$ cat config.mk
export PLATFORM = sky130hd
export DESIGN_NAME = rv_store_unit
export DESIGN_NICKNAME = d
export VERILOG_FILES = /design/src/rtl/rv_store_unit.sv
export SDC_FILE = /design/constraint.sdc
export NUM_CORES = 1
export LEC_CHECK = 0
export ABC_AREA = 1
export CAP_MARGIN = 30
export CORE_MARGIN = 5
export CORE_UTILIZATION = 45
export CTS_CLUSTER_DIAMETER = 40
export DETAILED_ROUTE_END_ITERATION = 12
export PLACE_DENSITY = 0.81
export RECOVER_POWER = 50
export SYNTH_ARGS = -nofsm -noshare
export SYNTH_HDL_FRONTEND = slang
export SYNTH_SLANG_ARGS = --single-unit
export TNS_END_PERCENT = 1
$ cat constraint.sdc
create_clock -name clk -period 1.6 [get_ports clk]
set_input_delay 0.32 -clock clk [delete_from_list [all_inputs] [get_ports clk]]
set_output_delay 0.32 -clock clk [all_outputs]
set_load 0.02 [all_outputs]
$ cat src/rtl/rv_store_unit.sv
// RV32 store unit: turns one SB/SH/SW into one or two word-aligned, byte-enabled
// bus writes, splitting misaligned accesses that cross a word boundary.
module rv_store_unit (
   input  logic        clk,
   input  logic        rst_n,
   input  logic        st_valid,
   output logic        st_ready,
   input  logic [31:0] st_addr,
   input  logic [31:0] st_data,
   input  logic [2:0]  st_funct3,
   output logic        st_done,
   output logic        st_err,
   output logic        bus_req,
   output logic [31:0] bus_addr,
   output logic [31:0] bus_wdata,
   output logic [3:0]  bus_be,
   input  logic        bus_ack,
   output logic [1:0]  dbg_state
);

   typedef enum logic [1:0] {IDLE, WR0, WR1, FIN} state_e;

   // Handshakes: a store is taken on a rising edge where st_valid & st_ready;
   // a bus write is complete on a rising edge where bus_req & bus_ack.
   state_e      state_q, state_d;
   logic        bus_req_q, bus_req_d;
   logic [31:0] bus_addr_q, bus_addr_d;
   logic [31:0] bus_wdata_q, bus_wdata_d;
   logic [3:0]  bus_be_q, bus_be_d;
   logic [3:0]  hi_be_q, hi_be_d;
   logic [31:0] hi_data_q, hi_data_d;
   logic        st_done_q, st_done_d;
   logic        st_err_q, st_err_d;

   logic [1:0]  off;
   logic [3:0]  mask4;
   logic [31:0] mask32;
   logic        f3_ok;
   logic [7:0]  be8;
   logic [63:0] d64;

   always_comb begin
      off    = st_addr[1:0];
      mask4  = 4'b0000;
      mask32 = 32'h0;
      f3_ok  = 1'b1;
      case (st_funct3)
         3'b000:  begin mask4 = 4'b0001; mask32 = 32'h0000_00ff; end
         3'b001:  begin mask4 = 4'b0011; mask32 = 32'h0000_ffff; end
         3'b010:  begin mask4 = 4'b1111; mask32 = 32'hffff_ffff; end
         default: f3_ok = 1'b0;
      endcase
      be8 = {4'b0000, mask4} << off;
      d64 = {32'h0, st_data & mask32} << {off, 3'b000};
   end

   // FIN also accepts, so a new store can be taken in the st_done/st_err cycle.
   assign st_ready  = (state_q == IDLE) || (state_q == FIN);
   assign st_done   = st_done_q;
   assign st_err    = st_err_q;
   assign bus_req   = bus_req_q;
   assign bus_addr  = bus_addr_q;
   assign bus_wdata = bus_wdata_q;
   assign bus_be    = bus_be_q;
   assign dbg_state = state_q;

   always_comb begin
      state_d     = state_q;
      bus_req_d   = bus_req_q;
      bus_addr_d  = bus_addr_q;
      bus_wdata_d = bus_wdata_q;
      bus_be_d    = bus_be_q;
      hi_be_d     = hi_be_q;
      hi_data_d   = hi_data_q;
      st_done_d   = 1'b0;
      st_err_d    = 1'b0;
      case (state_q)
         IDLE, FIN: begin
            state_d = IDLE;
            if (st_valid) begin
               if (f3_ok) begin
                  state_d     = WR0;
                  bus_req_d   = 1'b1;
                  bus_addr_d  = {st_addr[31:2], 2'b00};
                  bus_be_d    = be8[3:0];
                  bus_wdata_d = d64[31:0];
                  hi_be_d     = be8[7:4];
                  hi_data_d   = d64[63:32];
               end else begin
                  state_d   = FIN;
                  st_done_d = 1'b1;
                  st_err_d  = 1'b1;
               end
            end
         end
         WR0: begin
            if (bus_ack) begin
               if (hi_be_q != 4'b0000) begin
                  state_d     = WR1;
                  bus_addr_d  = bus_addr_q + 32'd4;
                  bus_be_d    = hi_be_q;
                  bus_wdata_d = hi_data_q;
               end else begin
                  state_d     = IDLE;
                  bus_req_d   = 1'b0;
                  bus_addr_d  = 32'h0;
                  bus_be_d    = 4'b0000;
                  bus_wdata_d = 32'h0;
                  st_done_d   = 1'b1;
               end
            end
         end
         WR1: begin
            if (bus_ack) begin
               state_d     = IDLE;
               bus_req_d   = 1'b0;
               bus_addr_d  = 32'h0;
               bus_be_d    = 4'b0000;
               bus_wdata_d = 32'h0;
               st_done_d   = 1'b1;
            end
         end
         default: state_d = IDLE;
      endcase
   end

   always_ff @(posedge clk or negedge rst_n) begin
      if (!rst_n) begin
         state_q     <= IDLE;
         bus_req_q   <= 1'b0;
         bus_addr_q  <= 32'h0;
         bus_wdata_q <= 32'h0;
         bus_be_q    <= 4'b0000;
         hi_be_q     <= 4'b0000;
         hi_data_q   <= 32'h0;
         st_done_q   <= 1'b0;
         st_err_q    <= 1'b0;
      end else begin
         state_q     <= state_d;
         bus_req_q   <= bus_req_d;
         bus_addr_q  <= bus_addr_d;
         bus_wdata_q <= bus_wdata_d;
         bus_be_q    <= bus_be_d;
         hi_be_q     <= hi_be_d;
         hi_data_q   <= hi_data_d;
         st_done_q   <= st_done_d;
         st_err_q    <= st_err_d;
      end
   end

endmodule

Yosys cells after proc, flatten, opt, wreduce, memory -nomap -nowiden --
Cells that the tools add are included.
Word-level totals: bits in registers 109, bits of input ports 71, logic and storage cells 72
Operators by class: add/sub/neg operators 1, equal/unequal tests 10, shift operators 2, mux-type cells 39, bitwise operators 1, reduce and logical (&&, ||, !) cells 10
Operator list (number):
- $mux W32 | 9
- $pmux W32 S3 | 3
- $shl A32 B5 Y64 | 1
- $add A32 B3 Y32 const B | 1
- $and A32 B32 Y32 | 1
- $pmux W4 S3 | 2
- $mux W4 | 5
- $mux W1 | 12
- $mux W2 | 5
- $ne A2 B2 Y1 const B | 5
- $shl A4 B2 Y8 | 1
- $pmux W1 S3 | 2
- $pmux W2 S3 | 1
- $reduce_and A5 Y1 | 1
- $eq A2 B2 Y1 const B | 2
- $reduce_and A4 Y1 | 1
- $reduce_bool A4 Y1 | 1
- $eq A3 B1 Y1 const B | 1
- $eq A3 B2 Y1 const B | 1
- $logic_not A3 Y1 | 1
- $reduce_and A3 Y1 | 1
- $reduce_or A3 Y1 | 1
- $eq A2 B1 Y1 const B | 1
- $logic_not A2 Y1 | 1
- 3 further kinds | 3

Depth between registers and ports, before layout --
word-level depth 7, gate-level depth with buffers 11, depth with buffers taken out 11

Worst setup path before layout --
No wires, ideal clock.
path type flip-flop to flip-flop, start reg state_q[0] (netlist: dbg_state[0]), end reg bus_wdata_q[24] (netlist: bus_wdata[24]), setup time 0.065 ns, arrival 1.873 ns, path slack -0.338 ns, cell stages (with the launch flop) 11, period minus slack after synthesis 1.938 ns, path through dfrtp_1 -> inv_1 -> ha_1 -> buf_2 -> nand3_2 -> nor2_1 -> buf_4 -> o21ai_2 -> nor2_1 -> o21ai_0 -> nand2_1
On the way: word-level cells in the longest chain between the ends 4, elaborated cells between the ends (all ways) 11, those cells by class eq/ne: 7; mux: 1; reduce/logical: 3
RTL lines:
- start: declaration | RTL line 25 | state_e state_q, state_d;
- start signal: assignment | RTL line 139 | state_q <= state_d;
- $eq A2 B2 Y1 / $logic_not A2 Y1 (equally long branches) | RTL line 77 | case (state_q)
- $reduce_or A2 Y1 | RTL line 77
- $ne A2 B2 Y1 (no line)
- $reduce_and A4 Y1 (no line)
- end signal: assignment | RTL line 142 | bus_wdata_q <= bus_wdata_d;
- end: declaration | RTL line 28 | logic [31:0] bus_wdata_q, bus_wdata_d;
Parallel ways exist; a longest one is shown, timed or not. A chain may end at the register's enable or synchronous reset.

Worst setup path in the final report --
start reg state_q[1] (netlist: dbg_state[1]), end reg bus_req_q (netlist: bus_req)
On the way: word-level cells in the longest chain between the ends 4, elaborated cells between the ends (all ways) 12, those cells by class eq/ne: 8; mux: 1; reduce/logical: 3
RTL lines:
- $eq A2 B2 Y1 / $logic_not A2 Y1 (equally long branches) | RTL line 77
- $reduce_or A2 Y1 | RTL line 77
- $ne A2 B2 Y1 (no line)
- $reduce_and A5 Y1 (no line)
- end signal: assignment | RTL line 140 | bus_req_q <= bus_req_d;
- end: declaration | RTL line 26 | logic bus_req_q, bus_req_d;
Parallel ways exist; a longest one is shown, timed or not.

==> impl_metrics.tcl <==
set metrics [dict create \
    placed_area_sq_mm 0.007929 \
    cts_buffer_depth 2 \
    critPathRequiredTime_ns 1.84 \
    drt_iter0_drc 765 \
    drive_gt1_frac 0.1891 \
    startpoint_type "register" \
    maxCapViolations 0 \
    io_buffers 142 \
    start_util 0.4562 \
    final-max-slew-violation-count 0 \
    synth_top_area_cell "dfrtp_1" \
    avgRoutedWirePerCell_um 17.07 \
    root_buffer "clkbuf_16" \
    dp_cells 1170 \
    skew_ns 0.006337 \
    worst_pin_slew_ns 0.5464 \
    fin_crit_sh 1.103 \
    path_class "register to register" \
    synth-edff-count 0 \
    ys.flop_type "dfrtp_1" \
    area_growth_syn_to_layout_pct 49.47 \
    htreeDepth 3 \
    clk-insertion-delay-late_ns 0.36 \
    power.density_mw_per_mm2 1594 \
    n_antenna_cell 0 \
    clkTransAtPathRegs_ns 0.07 \
    dieArea_sq_mm 0.01510 \
    timing.fmax_ghz 0.5666 \
    slew_headroom 0.6357 \
    avgSynthCellArea_sq_um 7.071 \
    status "finished, violations left" \
    yosys-top-cells-area "dfrtp_1 (43%), nand2_1 (16%), o21ai_0 (7.0%)" \
    ys_warn_count 0 \
    postRouteAntennaNets 0 \
    netlist.area_leader.share 0.4277 \
    grt_setup_unrepaired "true" \
    syn_area_sq_mm 0.005734 \
    clock_sinks 98 \
    final_nets 1101 \
    cp.arrival_ns 2.01 \
    grt_remaining_overflow 0 \
    drc_errors 0 \
    cts_made_buffers 9 \
    dp_hpwl_um 14540 \
    ir_drop_v 0.0008369 \
    vias 6625 \
    worst_hold_slack_ns 0.4813 \
    fin_ws_ns -0.1649 \
    firstDrtPassIters 6 \
    cp-end-kind "register" \
    ios 145 \
    track_usage 0.2609 \
    antenna_found_initial 0 \
    stdcell_count 1203 \
    synthTopCellsByCount "nand2_1 (241), dfrtp_1 (98), inv_1 (85), o21ai_0 (80), nor2_1 (71)" \
    synth_cell_types 39 \
    yosysMostFrequentCell "nand2_1" \
    async_reset_ff_frac 1.000 \
    ys_ff_latch 98 \
    fp.dieW_um 122.9 \
    synth_cells 811 \
    die_h_um 122.9 \
    place_congestion 0.9343 \
    hold_path.class "register to register" \
    grt_max_degree 33 \
    grt_pass1_vias 6257 \
    violations "negative setup slack" \
    layout.core_utilization 0.6819 \
    grt_pass1_wl_um 30750 \
    finalCriticalPeriod_ns 1.765 \
    leakage_nw 4.241 \
    ys_seq_area_frac 0.4277 \
    wl_um 20540 \
    hold_viol 0 \
    setup_violations 90 \
    design_area_sq_mm 0.008571 \
    power_mw 13.66 \
    cts_tree "built" \
    rows 41 \
    path_max_fanout 6 \
    coreArea_sq_mm 0.01257 \
    avgViaCountPerCell 5.507 \
]
-- placed cells by master (no fill, tap or decap), types with 5 or more instances in the layout --
master / count
inv_1: 81
dlygate4sd2_1: 69
nor2_1: 57
clkdlybuf4s50_1: 69
o22ai_1: 7
buf_4: 69
o21ai_2: 9
nor2_2: 13
nand2_2: 16
a21oi_1: 15
nand2_1: 229
buf_12: 8
o21ai_1: 41
o211ai_1: 7
nor2_4: 8
nand3_1: 65
dfrtp_1: 95
o21ai_0: 42
clkbuf_16: 11
buf_6: 12
nand4_1: 27
inv_2: 5
-- logic make-up (layout without fill, tap and decap cells) --
kind of cell,count (synthesis),count (layout),share of synthesized area
and+or+nand+nor,430,431,0.3223
AOI/OAI and AO/OA,153,153,0.1508
buffers and inverters,125,343,0.09055
DFF,98,98,0.4277
adders and majority gates,3,3,0.006547
other,1,2,0.0006540
xor gates and xnor gates,1,1,0.001528
-- cell type report --
cell class	count	area (sq um)
Fill cell	1062	3998
Timing Repair Buffer	237	2213
Tap cell	172	215.2
Sequential cell	98	2456
Multi-Input combinational cell	590	3025
Clock buffer	10	239.0
Inverter	91	357.8
Clock inverter	5	63.81
-- routing by layer --
layer  part of all wire  GRT usage  vias to the layer above
met2               0.49     0.4486                      384
met3              0.091    0.04378                       60
met1               0.39     0.3235                     3084
li1                   -          -                     3097
met4              0.033     0.1071                        0
met5                  0    0.01389                        -
-- repair_timing --
item | CTS | global route
setup endpoints to repair | 162 | 97
gates cloned | 1 | 2
hold buffers | 1 | 0
pin swaps | 5 | 26
gates resized for setup | 93 | 95
buffers inserted | 0 | 14
endpoints found under the hold margin | 17 | 0
-- report_power, final --
group	switching, mW	total (mW)	internal (mW)
logic	4.12	7.17	3.05
registers	0.884	4.21	3.32
clock network	1.03	2.29	1.26
total	6.03	13.7	7.63
-- per-stage QoR --
step | setup WS, ns | TNS (ns)
3_3_place_gp | -0.5163 | -31.00
3_5_place_dp | -0.6342 | -35.37
2_1_floorplan | -0.05896 | -2.498
4_1_cts | -0.1787 | -6.757
6_report | -0.1649 | -6.422
5_1_grt | -0.2119 | -13.32
-- worst max-delay path: stages, from the launching register on --
cell and delay [ns]:
dfrtp_2 0.45, inv_2 0.09, ha_4 0.16, inv_4 0.04
a21oi_4 0.14, buf_6 0.13, nor2_4 0.04, buf_6 0.13
clkbuf_16 0.16, buf_6 0.11, a22o_1 0.20
-- flip-flops by register name, indices dropped and copies added (netlist names) --
name / count
bus_wdata: 32
bus_addr: 30
hi_data_q: 24
bus_be: 4
hi_be_q: 3
dbg_state: 2
bus_req: 1
st_done: 1
st_err: 1
-- path summary, 6_finish.rpt --
path,from,slack [ns],end,cells past startpoint
max in group asynchronous,rst_n,0.21,dbg_state[0]$_DFFE_PN0P_,3
hold / removal,bus_wdata[26]$_DFFE_PN0P_,0.48,bus_wdata[26]$_DFFE_PN0P_,2
setup / recovery,dbg_state[1]$_DFFE_PN0P_,-0.16,bus_req$_DFFE_PN0P_,10
setup reg to reg,dbg_state[1]$_DFFE_PN0P_,-0.16,bus_req$_DFFE_PN0P_,10
hold reg to reg,bus_wdata[26]$_DFFE_PN0P_,0.48,bus_wdata[26]$_DFFE_PN0P_,2
min in group asynchronous,rst_n,0.49,bus_addr[6]$_DFFE_PN0P_,2
No activity file was read; power rests on OpenSTA's default activity.
